<file path="src/rtl/ucsbece154b_mem_arbiter.sv">
// Round-robin arbiter that shares one single-ported memory between the fetch and data ports.
// It keeps one transaction in flight and aborts it after TIMEOUT wait cycles.
module ucsbece154b_mem_arbiter #(
  parameter int unsigned TIMEOUT = 15
) (
  input  logic        clk,
  input  logic        reset,
  input  logic        if_req_i,
  input  logic [31:0] if_addr_i,
  output logic [31:0] if_rdata_o,
  output logic        if_ready_o,
  input  logic        d_req_i,
  input  logic        d_we_i,
  input  logic [31:0] d_addr_i,
  input  logic [31:0] d_wdata_i,
  output logic [31:0] d_rdata_o,
  output logic        d_ready_o,
  output logic        err_o,
  output logic        mem_req_o,
  output logic        mem_we_o,
  output logic [31:0] mem_addr_o,
  output logic [31:0] mem_wdata_o,
  input  logic [31:0] mem_rdata_i,
  input  logic        mem_ready_i,
  output logic [1:0]  dbg_state
);

  typedef enum logic [1:0] {
    IDLE   = 2'd0,
    BUSY_I = 2'd1,
    BUSY_D = 2'd2
  } state_t;

  localparam logic [7:0] TIMEOUT_CNT = TIMEOUT[7:0];
  localparam logic       LG_I = 1'b0;
  localparam logic       LG_D = 1'b1;

  // Memory handshake: one transaction retires in each cycle where mem_req_o
  // and mem_ready_i are both high; mem_* stays constant while mem_req_o is high.
  state_t      state, state_n;
  logic [7:0]  wait_cnt, wait_n;
  logic        last_grant, last_n;
  logic        mem_req_n, mem_we_n;
  logic [31:0] mem_addr_n, mem_wdata_n;
  logic [31:0] if_rdata_n, d_rdata_n;
  logic        if_ready_n, d_ready_n, err_n;
  logic        if_elig, d_elig, pick_d;

  assign dbg_state = state;

  // A requester whose ready pulse is showing is still being retired, so skip it.
  assign if_elig = if_req_i & ~if_ready_o;
  assign d_elig  = d_req_i & ~d_ready_o;
  assign pick_d  = d_elig & (~if_elig | (last_grant == LG_I));

  always_comb begin
    state_n     = state;
    wait_n      = wait_cnt;
    last_n      = last_grant;
    mem_req_n   = mem_req_o;
    mem_we_n    = mem_we_o;
    mem_addr_n  = mem_addr_o;
    mem_wdata_n = mem_wdata_o;
    if_rdata_n  = if_rdata_o;
    d_rdata_n   = d_rdata_o;
    if_ready_n  = 1'b0;
    d_ready_n   = 1'b0;
    err_n       = 1'b0;
    case (state)
      IDLE: begin
        if (if_elig | d_elig) begin
          wait_n    = 8'd0;
          mem_req_n = 1'b1;
          if (pick_d) begin
            state_n     = BUSY_D;
            mem_we_n    = d_we_i;
            mem_addr_n  = d_addr_i;
            mem_wdata_n = d_wdata_i;
          end else begin
            state_n     = BUSY_I;
            mem_we_n    = 1'b0;
            mem_addr_n  = if_addr_i;
            mem_wdata_n = 32'd0;
          end
        end
      end
      BUSY_I, BUSY_D: begin
        if (mem_ready_i || (wait_cnt == TIMEOUT_CNT)) begin
          // Completion beats timeout when both land in the same cycle.
          state_n   = IDLE;
          mem_req_n = 1'b0;
          err_n     = ~mem_ready_i;
          if (state == BUSY_I) begin
            if_ready_n = 1'b1;
            if_rdata_n = mem_ready_i ? mem_rdata_i : 32'd0;
            last_n     = LG_I;
          end else begin
            d_ready_n = 1'b1;
            d_rdata_n = (mem_ready_i && !mem_we_o) ? mem_rdata_i : 32'd0;
            last_n    = LG_D;
          end
        end else begin
          wait_n = wait_cnt + 8'd1;
        end
      end
      default: begin
        state_n   = IDLE;
        mem_req_n = 1'b0;
      end
    endcase
  end

  always_ff @(posedge clk or posedge reset) begin
    if (reset) begin
      state       <= IDLE;
      wait_cnt    <= 8'd0;
      last_grant  <= LG_I;
      mem_req_o   <= 1'b0;
      mem_we_o    <= 1'b0;
      mem_addr_o  <= 32'd0;
      mem_wdata_o <= 32'd0;
      if_rdata_o  <= 32'd0;
      d_rdata_o   <= 32'd0;
      if_ready_o  <= 1'b0;
      d_ready_o   <= 1'b0;
      err_o       <= 1'b0;
    end else begin
      state       <= state_n;
      wait_cnt    <= wait_n;
      last_grant  <= last_n;
      mem_req_o   <= mem_req_n;
      mem_we_o    <= mem_we_n;
      mem_addr_o  <= mem_addr_n;
      mem_wdata_o <= mem_wdata_n;
      if_rdata_o  <= if_rdata_n;
      d_rdata_o   <= d_rdata_n;
      if_ready_o  <= if_ready_n;
      d_ready_o   <= d_ready_n;
      err_o       <= err_n;
    end
  end

endmodule

</file>
<file path="config.mk">
export PLATFORM = sky130hd
export DESIGN_NAME = ucsbece154b_mem_arbiter
export DESIGN_NICKNAME = d
export VERILOG_FILES = /design/src/rtl/ucsbece154b_mem_arbiter.sv
export SDC_FILE = /design/constraint.sdc
export NUM_CORES = 1
export LEC_CHECK = 0
export ABC_AREA = 1
export BUFFER_PORTS_ARGS = -buffer_cell sky130_fd_sc_hd__clkbuf_2
export CAP_MARGIN = 20
export CORE_MARGIN = 3
export CORE_UTILIZATION = 48
export DETAILED_ROUTE_END_ITERATION = 8
export GPL_TIMING_DRIVEN = 0
export PLACE_DENSITY = 0.8
export SETUP_SLACK_MARGIN = 0.5
export SLEW_MARGIN = 20
export SYNTH_ARGS = -nofsm -noshare
export SYNTH_HDL_FRONTEND = slang
export SYNTH_SLANG_ARGS = --single-unit
</file>
<file path="constraint.sdc">
create_clock -name clk -period 5 [get_ports clk]
set_input_delay 0 -clock clk [delete_from_list [all_inputs] [get_ports clk]]
set_output_delay 0 -clock clk [all_outputs]
set_load 0.01 [all_outputs]
</file>
Word level (Yosys, flattened, before mapping)
Index checks and enable logic that the tools add are counted.
- word-level logic and storage cells: 65
- input port bits: 134
- latch bits: 0
- memories: 0
- register bits: 144
- memory bits (read-only): 0
- RAM bits: 0
- output and inout port bits: 135
- bitwise gates (word level): 11
- shifts and indexed selects: 0
- order comparisons: 0
- $mul: 0
- eq/ne operators: 6
- add/sub/neg operators: 1
- reduce and logical (&&, ||, !) cells: 12
- divide/modulo/power cells: 0
- muxes and demuxes: 23
- operators with widths (operator ; number):
    two-way mux 32 bit ; 4
    two-way mux 8 bit ; 2
    case mux 8 bit (2 select lines) ; 1
    two-way mux 1 bit ; 11
    AND reduction 3 bit ; 3
    adder 8 x 1 -> 8 bit, second input constant ; 1
    == test 8 x 4 -> 1 bit, second input constant ; 1
    two-way mux 2 bit ; 3
    != test 2 bit, second input constant ; 3
    inverter 1 bit ; 6
    AND reduction 2 bit ; 3
    case mux 2 bit (2 select lines) ; 1
    AND 1 bit ; 3
    == test 2 x 1 -> 1 bit, second input constant ; 1
    == test 2 bit, second input constant ; 1
    logical NOT 2 bit ; 1
    OR 1 bit ; 2
    case mux 1 bit (2 select lines) ; 1
    nonzero test 2 bit ; 1
    OR reduction 2 bit ; 1
    logical AND 1 bit ; 1
    logical NOT 1 bit ; 1
    logical OR 1 bit ; 1

Longest topological paths before layout
Gate-level depths: netlist of the first run.
- word-level depth: 8
- gate-level depth with buffers: 9

Worst setup path before layout of the first run
OpenSTA, ideal clock, no wires.
- path type: reg2reg
- start point: register state[0] (netlist: dbg_state[0])
- end point: register mem_addr_o[10]
- required time: 4871 ps
- setup slack: 3350 ps
- stages on the path, launching flop included: 8
- data arrival time: 1521 ps
- cells stage by stage: dfrtp_1 > inv_1 > ha_1 > buf_2 > a21boi_2 > buf_2 > buf_2 > a31oi_1
- longest elaborated chain between the ends: 2
- ends and longest elaborated chain (element ; RTL line ; text):
    from (decl) ; 40 ; state_t state, state_n;
    from (signal assigned) ; 128 ; state <= state_n;
    logical NOT 2 bit ; 69 ; case (state)
    AND reduction 2 bit (no source line) ; n/a ;
    to (signal assigned) ; 133 ; mem_addr_o <= mem_addr_n;
    to (decl) ; 21 ; output logic [31:0] mem_addr_o,
Every way passes these cells.
A chain may end at the register's enable or synchronous reset.

Worst setup path after layout of the first run
- start point: register state[1] (netlist: dbg_state[1])
- end point: register mem_addr_o[6]
Same word-level chain as after synthesis.

==> impl_metrics.json, run 1 <==
{
  "outcome": "completed",
  "io_pins": 269,
  "synthAdderAreaFrac_pct": 0.594,
  "critPathCaptureType": "flip-flop",
  "critPathMaxFanout": 10,
  "peakVddDrop_uv": 417,
  "grt_pass1_wl_um": 37800,
  "p_per_area_nw_per_um2": 595,
  "slew_violations": 0,
  "area_delta_synth_final_pct": 55.4,
  "drt_iter0_drc": 874,
  "synth_ff_type": "dfrtp_1",
  "worst-r2r-setup-slack_ps": 2170,
  "start_util_pct": 49.6,
  "ys_seq_area_share_pct": 57.1,
  "seq_power_share_pct": 33.5,
  "yosys-top-cells-area": "dfrtp_1 57%, nand2_1 14%, o21ai_2 5.1%, a31oi_1 3.2%, inv_1 3.0%",
  "yosysWarningCount": 0,
  "avgRoutedWirePerCell_um": 18.3,
  "cts_buffers": 17,
  "fmax_mhz": 354,
  "async_flop_share_pct": 100,
  "p_int_mw": 3.51,
  "setup_violations": 0,
  "synth-simple-area-share_pct": 20.8,
  "finalCritPeriodShare_pct": 56.5,
  "drtPass1Iterations": 5,
  "post-route-drc-count": 0,
  "cts_buffer_depth": 2,
  "path_class": "flip-flop to flip-flop",
  "finClkSkew_ps": 12.3,
  "dp_hpwl_um": 13800,
  "synth_compound_area_share_pct": 14.0,
  "num-fill-cells": 806,
  "place_congestion": 0.852,
  "final_nets": 1267,
  "fin_hold_ws_ps": 109,
  "swShare_pct": 39.9,
  "h-tree-depth": 4,
  "dr_total_vias": 7112,
  "start_kind": "flip-flop",
  "synth_edf_count": 0,
  "totalWireLength_um": 24100,
  "crit_required_ps": 5310,
  "synth_top_area_share_pct": 57.1,
  "clk_latency_ps": 440,
  "post_cts_buffers": 0,
  "synthTopCellsByCount": "242 x nand2_1, 144 x dfrtp_1, 51 x inv_1",
  "die_y_um": 121,
  "via_per_inst": 5.40,
  "cts.sinks": 144,
  "tightest_slew_ps": 528,
  "cap_violations": 0,
  "p_leak_nw": 5.01,
  "first_global_vias": 7253,
  "syn_area_sq_um": 6320,
  "drive_gt1_share_pct": 31.9,
  "dp_cells": 1152,
  "synthMuxAreaShare_pct": 0,
  "min_period_ps": 2830,
  "antenna_found_initial": 1,
  "track_usage_pct": 33.7,
  "grt_max_degree": 92,
  "synth.distinct_cells": 22,
  "comb_power_share_pct": 44.3,
  "clkTransAtPathRegs_ps": 60,
  "dieArea_sq_um": 14600,
  "synth_top_family_by_area": "simple AND/OR/NAND/NOR gates",
  "final_hold_viol_count": 0,
  "rsz0062_at_grt": "no",
  "rows": 41,
  "reg2reg_depth": 8,
  "layoutNonFillerInstCount": 1316,
  "cts-root-buf": "clkbuf_16",
  "synth_xor_area_share_pct": 0.277,
  "synth_top_area_cell": "dfrtp_1",
  "worstHoldPathType": "primary input to flip-flop",
  "die_x_um": 121,
  "core_sq_um": 12700,
  "avgSynthCellArea_sq_um": 8.87,
  "p_total_mw": 5.84,
  "relSlewSlack_pct": 64.8,
  "syn-instance-count": 712,
  "ys_seq_elements": 144,
  "switchingPower_mw": 2.33,
  "cts_tree": "done",
  "ant_nets": 0,
  "min_path_cells": 6,
  "crit_arrival_ps": 3130,
  "pwr-share-clk_pct": 22.2,
  "synth.net_count": 849,
  "io_buffers": 267,
  "gr-total-overflow": 0,
  "synthMostInstantiatedCell": "nand2_1"
}
-- worst max-delay path, stage by stage, from the launching register on --
cell and delay, ps:
dfrtp_1 430, inv_1 100, ha_1 130, buf_2 200, a21boi_2 440, buf_2 330
buf_2 310, a31oi_1 130, dlygate4sd3_1 610
-- layout by cell type, fill, tap and decap left out, types with 5 or more instances in the layout --
cell type,n
clkbuf_1,20
nand3_1,38
o21ai_1,27
buf_2,13
dlygate4sd3_1,131
inv_1,50
o21ai_0,37
nor2_1,45
a31oi_1,32
clkbuf_2,267
buf_6,11
nand2_1,242
o21ai_2,37
clkinv_2,5
clkbuf_16,17
dfrtp_1,144
-- registers in the layout, summed over array words and instances, names as in the netlist, 2 cells and up --
name and count:
d_rdata_o 32, dbg_state 2, if_rdata_o 32, mem_addr_o 32, mem_wdata_o 32, wait_cnt 8
-- logic make-up after synthesis --
| kind of cell | after synthesis |
|---|---|
| adder cells (fa/ha/maj) | 3 |
| AO/OA/AOI/OAI | 137 |
| flip-flops | 144 |
| XOR/XNOR | 2 |
| buffers and inverters | 96 |
| AND/OR/NAND/NOR | 330 |
-- power groups by stage --
stage | sequential, mW | combinational, mW | clock (mW)
floorplan | 2.12 | 1.02 | 0
global placement | 1.91 | 2.07 | 0
detailed placement | 1.93 | 2.12 | 0
CTS | 1.91 | 2.45 | 1.29
global route | 1.99 | 2.79 | 1.36
finish | 1.96 | 2.59 | 1.30
-- path summary, 6_finish.rpt --
kind                                            from                         to
setup / recovery            dbg_state[1]$_DFFE_PP0P_  mem_addr_o[6]$_DFFE_PP0P_
hold / removal                              if_req_i      mem_req_o$_DFFE_PP0P_
setup reg to reg            dbg_state[1]$_DFFE_PP0P_  mem_addr_o[6]$_DFFE_PP0P_
hold reg to reg            d_rdata_o[31]$_DFFE_PP0P_  d_rdata_o[31]$_DFFE_PP0P_
max in group asynchronous                      reset    wait_cnt[6]$_DFFE_PP0P_
min in group asynchronous                      reset  d_rdata_o[23]$_DFFE_PP0P_
-- area by class of cell --
type                       instances  area [sq um]  share of cell area (%)
sequential                       144          3600                    36.7
timing repair buffer             399          2680                    27.3
multi-input combinational        472          2250                    23.0
clock buffer                      21           460                    4.69
buffer                            45           268                    2.73
tap                              172           215                    2.19
inverter                          51           199                    2.03
clock inverter                    11           138                    1.40
antenna                            1          2.50                  0.0255
-- metrics by stage --
stage	TNS (ps)	worst slack, ps	utilization, %	cell area, sq um
6_report	0	2170	77.1	9810
3_3_place_gp	-68540	-487	61.8	7870
5_1_grt	0	2040	77.1	9810
4_1_cts	0	2340	77.1	9810
3_5_place_dp	0	2900	62.1	7900
2_1_floorplan	0	1130	-	6320
-- metal layers --
metal	vias up	part of all wire, %	track usage, %
li1	3140	-	-
met1	3345	36	38.8
met2	475	49	54.9
met3	152	7.8	9.26
met4	0	7.0	22.3
met5	-	0	0
-- timing repair --
item	CTS	global route
setup endpoints to repair	0	0
endpoints found under the hold margin	182	0
hold buffers	131	0
gates resized for setup	0	0
Power figures use the tool's default switching activity.
==> run 2: changes to the inputs <==
CORE_UTILIZATION = 43   (was 48)
PLACE_DENSITY = 0.76   (was 0.8)
clock period = 2.3 ns   (was 5 ns; I/O delays follow)
==> run 2 against run 1 <==
Critical endpoint is now mem_addr_o[22]$_DFFE_PP0P_. Largest cell class unchanged. Via count down 4.0%. Wire length down 4.1%. Sequential share of layout area down 0.76 points.
==> impl_metrics.json, run 2 (synthesis gave the netlist of run 1 again) <==
{
  "clk_latency_ps": 420,
  "setup_violations": 0,
  "swShare_pct": 39.2,
  "r2r-start": "dbg_state[0]$_DFFE_PP0P_",
  "p_leak_nw": 5.13,
  "cts_buffer_depth": 2,
  "antenna_found_initial": 1,
  "cts_tree": "done",
  "ant_nets": 0,
  "place_congestion": 0.873,
  "pwr-share-clk_pct": 23.9,
  "min_path_cells": 5,
  "design_area_sq_um": 10000,
  "cap_violations": 0,
  "most-common-layout-cells": "275 x clkbuf_2, 241 x nand2_1, 144 x dfrtp_1",
  "seq_power_share_pct": 34.3,
  "final_common_cell": "clkbuf_2",
  "grt_pass1_wl_um": 36100,
  "worstHoldPathType": "primary input to flip-flop",
  "cts.sinks": 144,
  "min_period_ps": 1740,
  "rows": 43,
  "seq_area_sq_um": 3600,
  "dp_cells": 1163,
  "switchingPower_mw": 4.83,
  "clkTransAtPathRegs_ps": 60,
  "io_pins": 269,
  "dr_total_vias": 6828,
  "layoutNonFillerInstCount": 1332,
  "gr-total-overflow": 0,
  "final_nets": 1274,
  "tightest_slew_ps": 577,
  "h-tree-depth": 4,
  "die_y_um": 127,
  "grt_max_degree": 33,
  "peakVddDrop_uv": 605,
  "hold_start": "if_req_i",
  "p_total_mw": 12.3,
  "slew_violations": 0,
  "worst-r2r-setup-slack_ps": 560,
  "timing.final.ws_setup_ps": 564,
  "reg2reg_depth": 7,
  "pre_cts_ws_ps": 81.2,
  "cts_buffers": 17,
  "drive_gt1_share_pct": 33.6,
  "finalCritPeriodShare_pct": 75.5,
  "dp_hpwl_um": 14300,
  "final_hold_viol_count": 0,
  "p_int_mw": 7.50,
  "placed_area_sq_um": 7960,
  "max_stage_delay_ps": 410,
  "outcome": "completed",
  "start_kind": "flip-flop",
  "drt_iter0_drc": 524,
  "comb_power_share_pct": 41.8,
  "core_sq_um": 14100,
  "cts-root-buf": "clkbuf_16",
  "crit_chain": "inv_1 -> ha_4 -> buf_6 -> a21boi_4 -> buf_4 -> buf_2 -> a31oi_1",
  "multi_input_area_sq_um": 2280,
  "critPathCaptureType": "flip-flop",
  "final_util_pct": 71.1,
  "first_global_vias": 7021,
  "crit_required_ps": 2580,
  "io_buffers": 267,
  "avgRoutedWirePerCell_um": 17.4,
  "relSlewSlack_pct": 61.5,
  "critPathMaxFanout": 10,
  "drtPass1Iterations": 4,
  "area_delta_synth_final_pct": 58.7,
  "fin_hold_ws_ps": 129,
  "rsz0062_at_grt": "yes",
  "tns_ps": 0,
  "crit_arrival_ps": 2020,
  "finClkSkew_ps": 8.10,
  "min_to": "mem_addr_o[31]$_DFFE_PP0P_",
  "via_per_inst": 5.13,
  "track_usage_pct": 28.3,
  "dieArea_sq_um": 16200,
  "p_per_area_nw_per_um2": 1230,
  "num-fill-cells": 992,
  "post-route-drc-count": 0,
  "totalWireLength_um": 23100,
  "r2r_end": "mem_addr_o[22]$_DFFE_PP0P_",
  "critPathSlowestCell": "dfrtp_1",
  "fmax_mhz": 576,
  "start_util_pct": 44.8,
  "die_x_um": 127,
  "path_class": "flip-flop to flip-flop"
}
## run 2: cell count changes in the layout (fill, tap and decap cells not counted), moves of 2 or more
cell      change
buf_2        -10
buf_6         +4
buf_12        +4
diode_2       +2
clkbuf_1     -11
clkbuf_2      +8
clkinv_2      -2
clkbuf_4      +2
buf_4        +10
ha_1          -2
## run 2: worst max-delay path by stage
stage,start,endpoint,depth (start not counted)
final,dbg_state[0]$_DFFE_PP0P_,mem_addr_o[22]$_DFFE_PP0P_,7
after detailed placement,dbg_state[0]$_DFFE_PP0P_,mem_addr_o[11]$_DFFE_PP0P_,7
after global routing,dbg_state[0]$_DFFE_PP0P_,wait_cnt[0]$_DFFE_PP0P_,8
after floorplan,reset,d_rdata_o[0]$_DFFE_PP0P_,1
after global placement,reset,mem_addr_o[9]$_DFFE_PP0P_,2
after CTS,dbg_state[0]$_DFFE_PP0P_,mem_addr_o[3]$_DFFE_PP0P_,7
## run 2: what timing repair did
item	in CTS	in global routing
setup endpoints to repair	76	110
buffers inserted	2	2
hold buffers	131	0
pin swaps	1	2
hold endpoints to repair	152	0
gates resized for setup	9	38
## run 2: power by group through the flow
stage / clock network [mW] / registers [mW] / logic [mW]
finish: 2.94 / 4.23 / 5.16
floorplan: 0 / 4.61 / 2.21
global placement: 0 / 4.16 / 4.54
CTS: 2.96 / 4.17 / 4.90
global route: 3.07 / 4.32 / 5.63
detailed placement: 0 / 4.20 / 4.63
## run 2: layout make-up
class                      instances  share of cell area, %
timing repair buffer             406                   27.5
clock buffer                      21                   4.69
clock inverter                    10                   1.59
antenna                            3                 0.0749
multi-input combinational        472                   22.7
buffer                            45                   3.25
sequential                       144                   36.0
inverter                          51                   1.95
tap                              180                   2.25
## run 2: routing by layer
layer / track usage [%] / share of wire, %
met5: 0 / 0
met4: 16.6 / 5.6
met3: 5.89 / 6.1
met2: 48.1 / 51
met1: 33.1 / 37
## run 2: worst max-delay path: cells and delay by family, from the launching register on
family                   cells  cell delay, ps
AO/OA/AOI/OAI                2             390
flip-flops                   1             410
adder cells (fa/ha/maj)      1             140
buffers and inverters        4             650
